## src/rtl/muxn_pkg.sv

```systemverilog
// Shared constants and helpers for the muxn_delay_pipe block.
//   MUXN_MAX_N     : largest supported input count
//   MUXN_MAX_DELAY : largest supported pipeline depth
//   COUNT_W        : width of the delivered-sample counter
//   clog2()        : ceiling log2, used to size and sanity-check the select
package muxn_pkg;

    localparam int MUXN_MAX_N     = 64;
    localparam int MUXN_MAX_DELAY = 8;
    localparam int COUNT_W        = 16;

    typedef logic [COUNT_W-1:0] count_t;

    function automatic int clog2(input int value);
        int result;
        result = 0;
        for (int i = 0; i < 31; i++) begin
            if ((1 << i) < value) begin
                result = i + 1;
            end
        end
        return result;
    endfunction

endpackage

```

## src/rtl/muxn_pipe_stage.sv

```systemverilog
// One pipeline stage of muxn_delay_pipe: a (data, valid) register that
// freezes while i_hold is high.
// Ports:
//   clk, rst_n : clock, synchronous active-low reset
//   i_hold     : keep current contents this cycle
//   i_data     : data to capture
//   i_valid    : valid to capture
//   o_data     : registered data
//   o_valid    : registered valid
module muxn_pipe_stage
    import muxn_pkg::*;
#(
    parameter int WIDTH = 1
) (
    input  logic             clk,
    input  logic             rst_n,
    input  logic             i_hold,
    input  logic [WIDTH-1:0] i_data,
    input  logic             i_valid,
    output logic [WIDTH-1:0] o_data,
    output logic             o_valid
);

    logic [WIDTH-1:0] r_data;
    logic             r_valid;

    always_ff @(posedge clk) begin
        if (!rst_n) begin
            r_data  <= '0;
            r_valid <= 1'b0;
        end else if (!i_hold) begin
            r_data  <= i_data;
            r_valid <= i_valid;
        end
    end

    assign o_data  = r_data;
    assign o_valid = r_valid;

endmodule

```

## src/rtl/muxn_delay_pipe.sv

```systemverilog
// N-to-1 multiplexer feeding a DELAY-stage registered pipeline with
// valid/ready flow control, out-of-range select flag and delivery counter.
// Ports:
//   clk, rst_n : clock, synchronous active-low reset
//   enable     : 0 injects a bubble instead of accepting in_valid
//   sel        : input select
//   mux_in     : packed inputs, input i = mux_in[i*WIDTH +: WIDTH]
//   in_valid   : upstream sample valid
//   in_ready   : block can accept this cycle (low only while stalled)
//   mux_out    : selected data after DELAY stages
//   out_valid  : mux_out holds a sample
//   out_ready  : downstream accepts mux_out
//   sel_err    : 1-cycle pulse after accepting a beat with sel >= N
//   count      : samples delivered, wraps at 16 bits
// Build option: MUXN_HOLD_LAST_EN makes mux_out hold the last delivered
// value while out_valid is low; otherwise mux_out is 0 then.
module muxn_delay_pipe
    import muxn_pkg::*;
#(
    parameter int WIDTH = 1,
    parameter int N     = 8,
    parameter int SEL_W = 3,
    parameter int DELAY = 2
) (
    input  logic               clk,
    input  logic               rst_n,
    input  logic               enable,
    input  logic [SEL_W-1:0]   sel,
    input  logic [N*WIDTH-1:0] mux_in,
    input  logic               in_valid,
    output logic               in_ready,
    output logic [WIDTH-1:0]   mux_out,
    output logic               out_valid,
    input  logic               out_ready,
    output logic               sel_err,
    output logic [COUNT_W-1:0] count
);

    // With a power-of-2 input count every select value is in range.
    localparam bit SelAlwaysValid = (N == (1 << clog2(N)));

    logic [WIDTH-1:0] w_sel_data;
    logic             w_sel_oob;
    logic             w_stall;
    logic             w_accept;
    logic             w_deliver;
    logic [WIDTH-1:0] w_stage0_data;
    logic [WIDTH-1:0] w_last_data;
    logic             w_last_valid;

    logic [WIDTH-1:0] w_chain_data  [DELAY];
    logic             w_chain_valid [DELAY];

    logic               r_sel_err;
    logic [COUNT_W-1:0] r_count;

    // Select decode; an unmatched select yields zero data and flags oob.
    always_comb begin
        w_sel_data = '0;
        w_sel_oob  = 1'b1;
        for (int i = 0; i < N; i++) begin
            if (sel == SEL_W'(i)) begin
                w_sel_data = mux_in[i*WIDTH +: WIDTH];
                w_sel_oob  = 1'b0;
            end
        end
        if (SelAlwaysValid) begin
            w_sel_oob = 1'b0;
        end
    end

    assign w_last_data   = w_chain_data[DELAY-1];
    assign w_last_valid  = w_chain_valid[DELAY-1];
    assign w_stall       = w_last_valid & ~out_ready;
    assign w_accept      = in_valid & enable & ~w_stall;
    assign w_deliver     = w_last_valid & out_ready;
    // Bubbles carry zero data so invalid stages never hold stale samples.
    assign w_stage0_data = w_accept ? w_sel_data : '0;

    for (genvar g = 0; g < DELAY; g++) begin : g_stage
        if (g == 0) begin : g_first
            muxn_pipe_stage #(
                .WIDTH (WIDTH)
            ) u_stage (
                .clk     (clk),
                .rst_n   (rst_n),
                .i_hold  (w_stall),
                .i_data  (w_stage0_data),
                .i_valid (w_accept),
                .o_data  (w_chain_data[g]),
                .o_valid (w_chain_valid[g])
            );
        end else begin : g_rest
            muxn_pipe_stage #(
                .WIDTH (WIDTH)
            ) u_stage (
                .clk     (clk),
                .rst_n   (rst_n),
                .i_hold  (w_stall),
                .i_data  (w_chain_data[g-1]),
                .i_valid (w_chain_valid[g-1]),
                .o_data  (w_chain_data[g]),
                .o_valid (w_chain_valid[g])
            );
        end
    end

    always_ff @(posedge clk) begin
        if (!rst_n) begin
            r_sel_err <= 1'b0;
            r_count   <= '0;
        end else begin
            r_sel_err <= w_accept & w_sel_oob;
            if (w_deliver) begin
                r_count <= r_count + COUNT_W'(1);
            end
        end
    end

`ifdef MUXN_HOLD_LAST_EN
    logic [WIDTH-1:0] r_last;

    always_ff @(posedge clk) begin
        if (!rst_n) begin
            r_last <= '0;
        end else if (w_deliver) begin
            r_last <= w_last_data;
        end
    end

    assign mux_out = w_last_valid ? w_last_data : r_last;
`else
    assign mux_out = w_last_valid ? w_last_data : '0;
`endif

    assign in_ready  = ~w_stall;
    assign out_valid = w_last_valid;
    assign sel_err   = r_sel_err;
    assign count     = r_count;

endmodule

```

## config.mk

```make
export PLATFORM = sky130hd
export DESIGN_NAME = muxn_delay_pipe
export DESIGN_NICKNAME = d
export VERILOG_FILES = /design/src/rtl/muxn_pkg.sv /design/src/rtl/muxn_pipe_stage.sv /design/src/rtl/muxn_delay_pipe.sv
export SDC_FILE = /design/constraint.sdc
export NUM_CORES = 1
export LEC_CHECK = 0
export ABC_CLOCK_PERIOD_IN_PS = 1400
export CORE_ASPECT_RATIO = 1.5
export CORE_UTILIZATION = 39
export DETAILED_ROUTE_END_ITERATION = 10
export MAX_ROUTING_LAYER = met4
export PLACE_DENSITY = 0.75
export SETUP_SLACK_MARGIN = 0.05
export SLEW_MARGIN = 20
export SYNTH_ARGS = -nofsm -noshare
export SYNTH_HDL_FRONTEND = slang
export SYNTH_SLANG_ARGS = --single-unit
export TNS_END_PERCENT = 50
```

## constraint.sdc

```tcl
create_clock -name clk -period 1.4 [get_ports clk]
set_input_delay 0.28 -clock clk [delete_from_list [all_inputs] [get_ports clk]]
set_output_delay 0.28 -clock clk [all_outputs]
set_load 0.05 [all_outputs]
```

==> impl_metrics.ini, run 1 <==
[status]
status = finished clean

[power]
switchingPower_uw = 232
switching_share = 0.239
seq_power_share = 0.575
p_leak_uw = 0.000747
finalPower_uw = 972
cellPowerDensity_nw_per_um2 = 529
intPower_uw = 740
ir_drop_uv = 485
comb_power_share = 0.133
pwr-share-clk = 0.293

[cts]
clkTransAtPathRegs_ps = 110
cts_tree = built
cts_buffer_depth = 2
numCtsBuffers = 3
cts_htree_levels = 1
cts.sinks = 20
clkLatencyLatePin_ps = 290
cts-root-buf = clkbuf_4

[routing]
drt_pass1_iterations = 4
drtAntennaViolNets = 0
viasPerCell = 5.35
drt_iter0_drc = 13
wire_per_inst_um = 13.5
vias = 1028
drc = 0
routed_wl_mm = 2.60

[critical_path]
required_ps = 1600
worstPathArrival_ps = 1580
rrSetupSlack_ps = 20
crit_chain = and4_4 -> buf_6 -> nand3_4 -> o31a_1 -> o21a_1
startpoint_type = flip-flop
crit_slowest_cell = dfxtp_4
cp_num_buf_inv = 1
critical_path.max_fanout = 3
end_kind = flip-flop
cpPeakStageDelay_ps = 360
crit_type = reg2reg
cp_top_family = compound AO/OA/AOI/OAI gates

[synthesis]
netlist_area_um2 = 967
synth_top_family_by_area = simple AND/OR/NAND/NOR gates
synthTopCellsByCount = 20 x dfxtp_1, 12 x nor2_1, 10 x xor2_1
ys_seq_area_frac = 0.414
synth_cells = 108
syn_avg_cell_area_um2 = 8.96
synthesis.yosys.warnings = 0
synth_edf_count = 0
yosysTopAreaCell = dfxtp_1
synthArstFlopShare = 0
synth_top_area_share = 0.414
yosysUniqueCellTypes = 34
synth_mux_area_frac = 0.0543
synth.most_common_cell = dfxtp_1
yosys.area_share.simple = 0.292
synth.area.top_cells = dfxtp_1 41%, xor2_1 9.1%, nor2_1 4.7%, nand3_1 4.1%, a21oi_1 3.6%
synth_compound_area_frac = 0.0931
ys_ff_latch = 20
yosys.area_share.adder = 0.0129
synth-xor-area-share = 0.0906
synth_nets = 125
ys.flop_type = dfxtp_1

[sta]
min_period_ps = 1380
hold_violations = 0
drv_slew = 0
fin_crit_sh = 0.985
finalWorstSetupSlack_ps = 21.0
rsz0062_at_grt = true
setup_viol = 0
finClkSkew_ps = 1.16
clock.fmax_mhz = 725
fin_setup_tns_ps = 0

[floorplan]
io_pins = 36
die_y_um = 63.0
std_cell_rows = 21
die_width_um = 42.7
start_util = 0.423
coreArea_um2 = 2290
fp.dieArea_um2 = 2690

[hold_path]
hold_path.class = reg2reg

[final_layout]
final_core_util = 0.804
final_cell_count_no_fill = 192
antenna_cells = 0
final_layout_size_suffix_gt1_frac = 0.462
areaGrowthSynthToFinish_pct = 89.9
nets = 187

[grt]
first_global_vias = 1040
grt_start_max_net_pins = 19
grt_pass1_wl_mm = 4.31
gr-total-overflow = 0
track_usage = 0.213
antenna_found_initial = 0

[place]
gp_congestion = 0.736
numPortBuffers = 34
placedCellCount = 184
dp_slack_ps = -418
hpwl_mm = 1.89

[run]
max_cap_viol_count = 0
==> path summary, 6_finish.rpt <==
kind,start,end,cells after the start
setup / recovery,count[3],count[15],5
hold / removal,g_stage[1].g_rest.u_stage.o_data,g_stage[1].g_rest.u_stage.o_data,2
setup reg to reg,count[3],count[15],5
hold reg to reg,g_stage[1].g_rest.u_stage.o_data,g_stage[1].g_rest.u_stage.o_data,2
==> layer usage <==
metal	wire, um	vias up	track usage
li1	-	503	-
met1	936	489	0.226
met2	1520	28	0.379
met3	62	8	0.0202
met4	76	0	0.102
met5	0	-	-
==> worst min-delay path: cells and delay by family (launching register included) <==
kind	cells	cell delay (ps)
compound gates	1	50
flops	1	330
simple gates	1	60
==> metrics by stage <==
| stage | hold WS (ps) | instance area (um^2) |
|---|---|---|
| 5_1_grt | 503 | 1840 |
| 4_1_cts | 464 | 1800 |
| 6_report | 475 | 1840 |
| 2_1_floorplan | 398 | 1020 |
| 3_3_place_gp | 434 | 1710 |
| 3_5_place_dp | 447 | 1710 |
==> sequential cells by signal, indices dropped and copies added (netlist names) <==
register                         flops
count                               16
g_stage.g_first.u_stage.o_data       1
g_stage.g_first.u_stage.o_valid      1
g_stage.g_rest.u_stage.o_data        1
g_stage.g_rest.u_stage.o_valid       1
==> final cells by class <==
type                            instances  area (um^2)
Inverter                                3         11.3
Timing Repair Buffer                   61          737
Sequential cell                        20          444
Tap cell                               23         28.8
Multi-Input combinational cell         81          589
Fill cell                             146          449
Clock buffer                            4         26.3
==> power groups by stage <==
| stage | registers, uW | clock network [uW] | logic [uW] |
|---|---|---|---|
| floorplan | 578 | 0 | 38.6 |
| global placement | 570 | 0 | 119 |
| detailed placement | 571 | 0 | 122 |
| CTS | 559 | 290 | 130 |
| global route | 560 | 321 | 138 |
| finish | 559 | 284 | 129 |
==> kinds of logic (layout without fill, tap and decap cells) <==
family / after synthesis / count (layout)
simple gates: 51 / 51
flops: 20 / 20
compound gates: 14 / 14
xor+xnor: 10 / 10
buf+inv: 7 / 68
mux: 4 / 4
fa+ha+maj: 1 / 1
other cells: 1 / 1
==> what timing repair did <==
| item | 4_1_cts | 5_1_grt |
|---|---|---|
| endpoints found under the hold margin | 0 | 0 |
| hold buffers | 0 | 0 |
| endpoints found under the setup margin | 13 | 8 |
| resized for setup | 12 | 8 |
| pin swaps | 3 | 6 |
| setup buffers | 4 | 0 |
==> cells in the final DEF (no fill, tap or decap), types with 2 or more instances in the layout <==
| cell type | synthesis | routed |
|---|---|---|
| and4_4 | 0 | 2 |
| dfxtp_2 | 0 | 2 |
| buf_6 | 0 | 4 |
| buf_12 | 0 | 18 |
| dfxtp_4 | 0 | 11 |
| dfxtp_1 | 20 | 7 |
| and2_1 | 4 | 3 |
| nand4_1 | 5 | 5 |
| buf_4 | 3 | 24 |
| a21oi_1 | 7 | 6 |
| nand2_1 | 9 | 9 |
| mux2i_1 | 3 | 3 |
| clkbuf_4 | 0 | 3 |
| nor2_1 | 12 | 12 |
| nand3_4 | 1 | 2 |
| nand3_1 | 8 | 7 |
| xor2_1 | 10 | 10 |
| clkdlybuf4s50_1 | 0 | 13 |
(Power assumes the default switching activity.)
==> run 2: changes to the inputs <==
--- a/config.mk
+++ b/config.mk
@@ -9,6 +9,7 @@
 export CORE_ASPECT_RATIO = 1.5
 export CORE_UTILIZATION = 39
 export DETAILED_ROUTE_END_ITERATION = 10
+export HOLD_SLACK_MARGIN = 0.08
 export MAX_ROUTING_LAYER = met4
 export PLACE_DENSITY = 0.75
 export SETUP_SLACK_MARGIN = 0.05
==> results of run 2 <==
The final DEF is identical to that of run 1; final timing and power are the same.
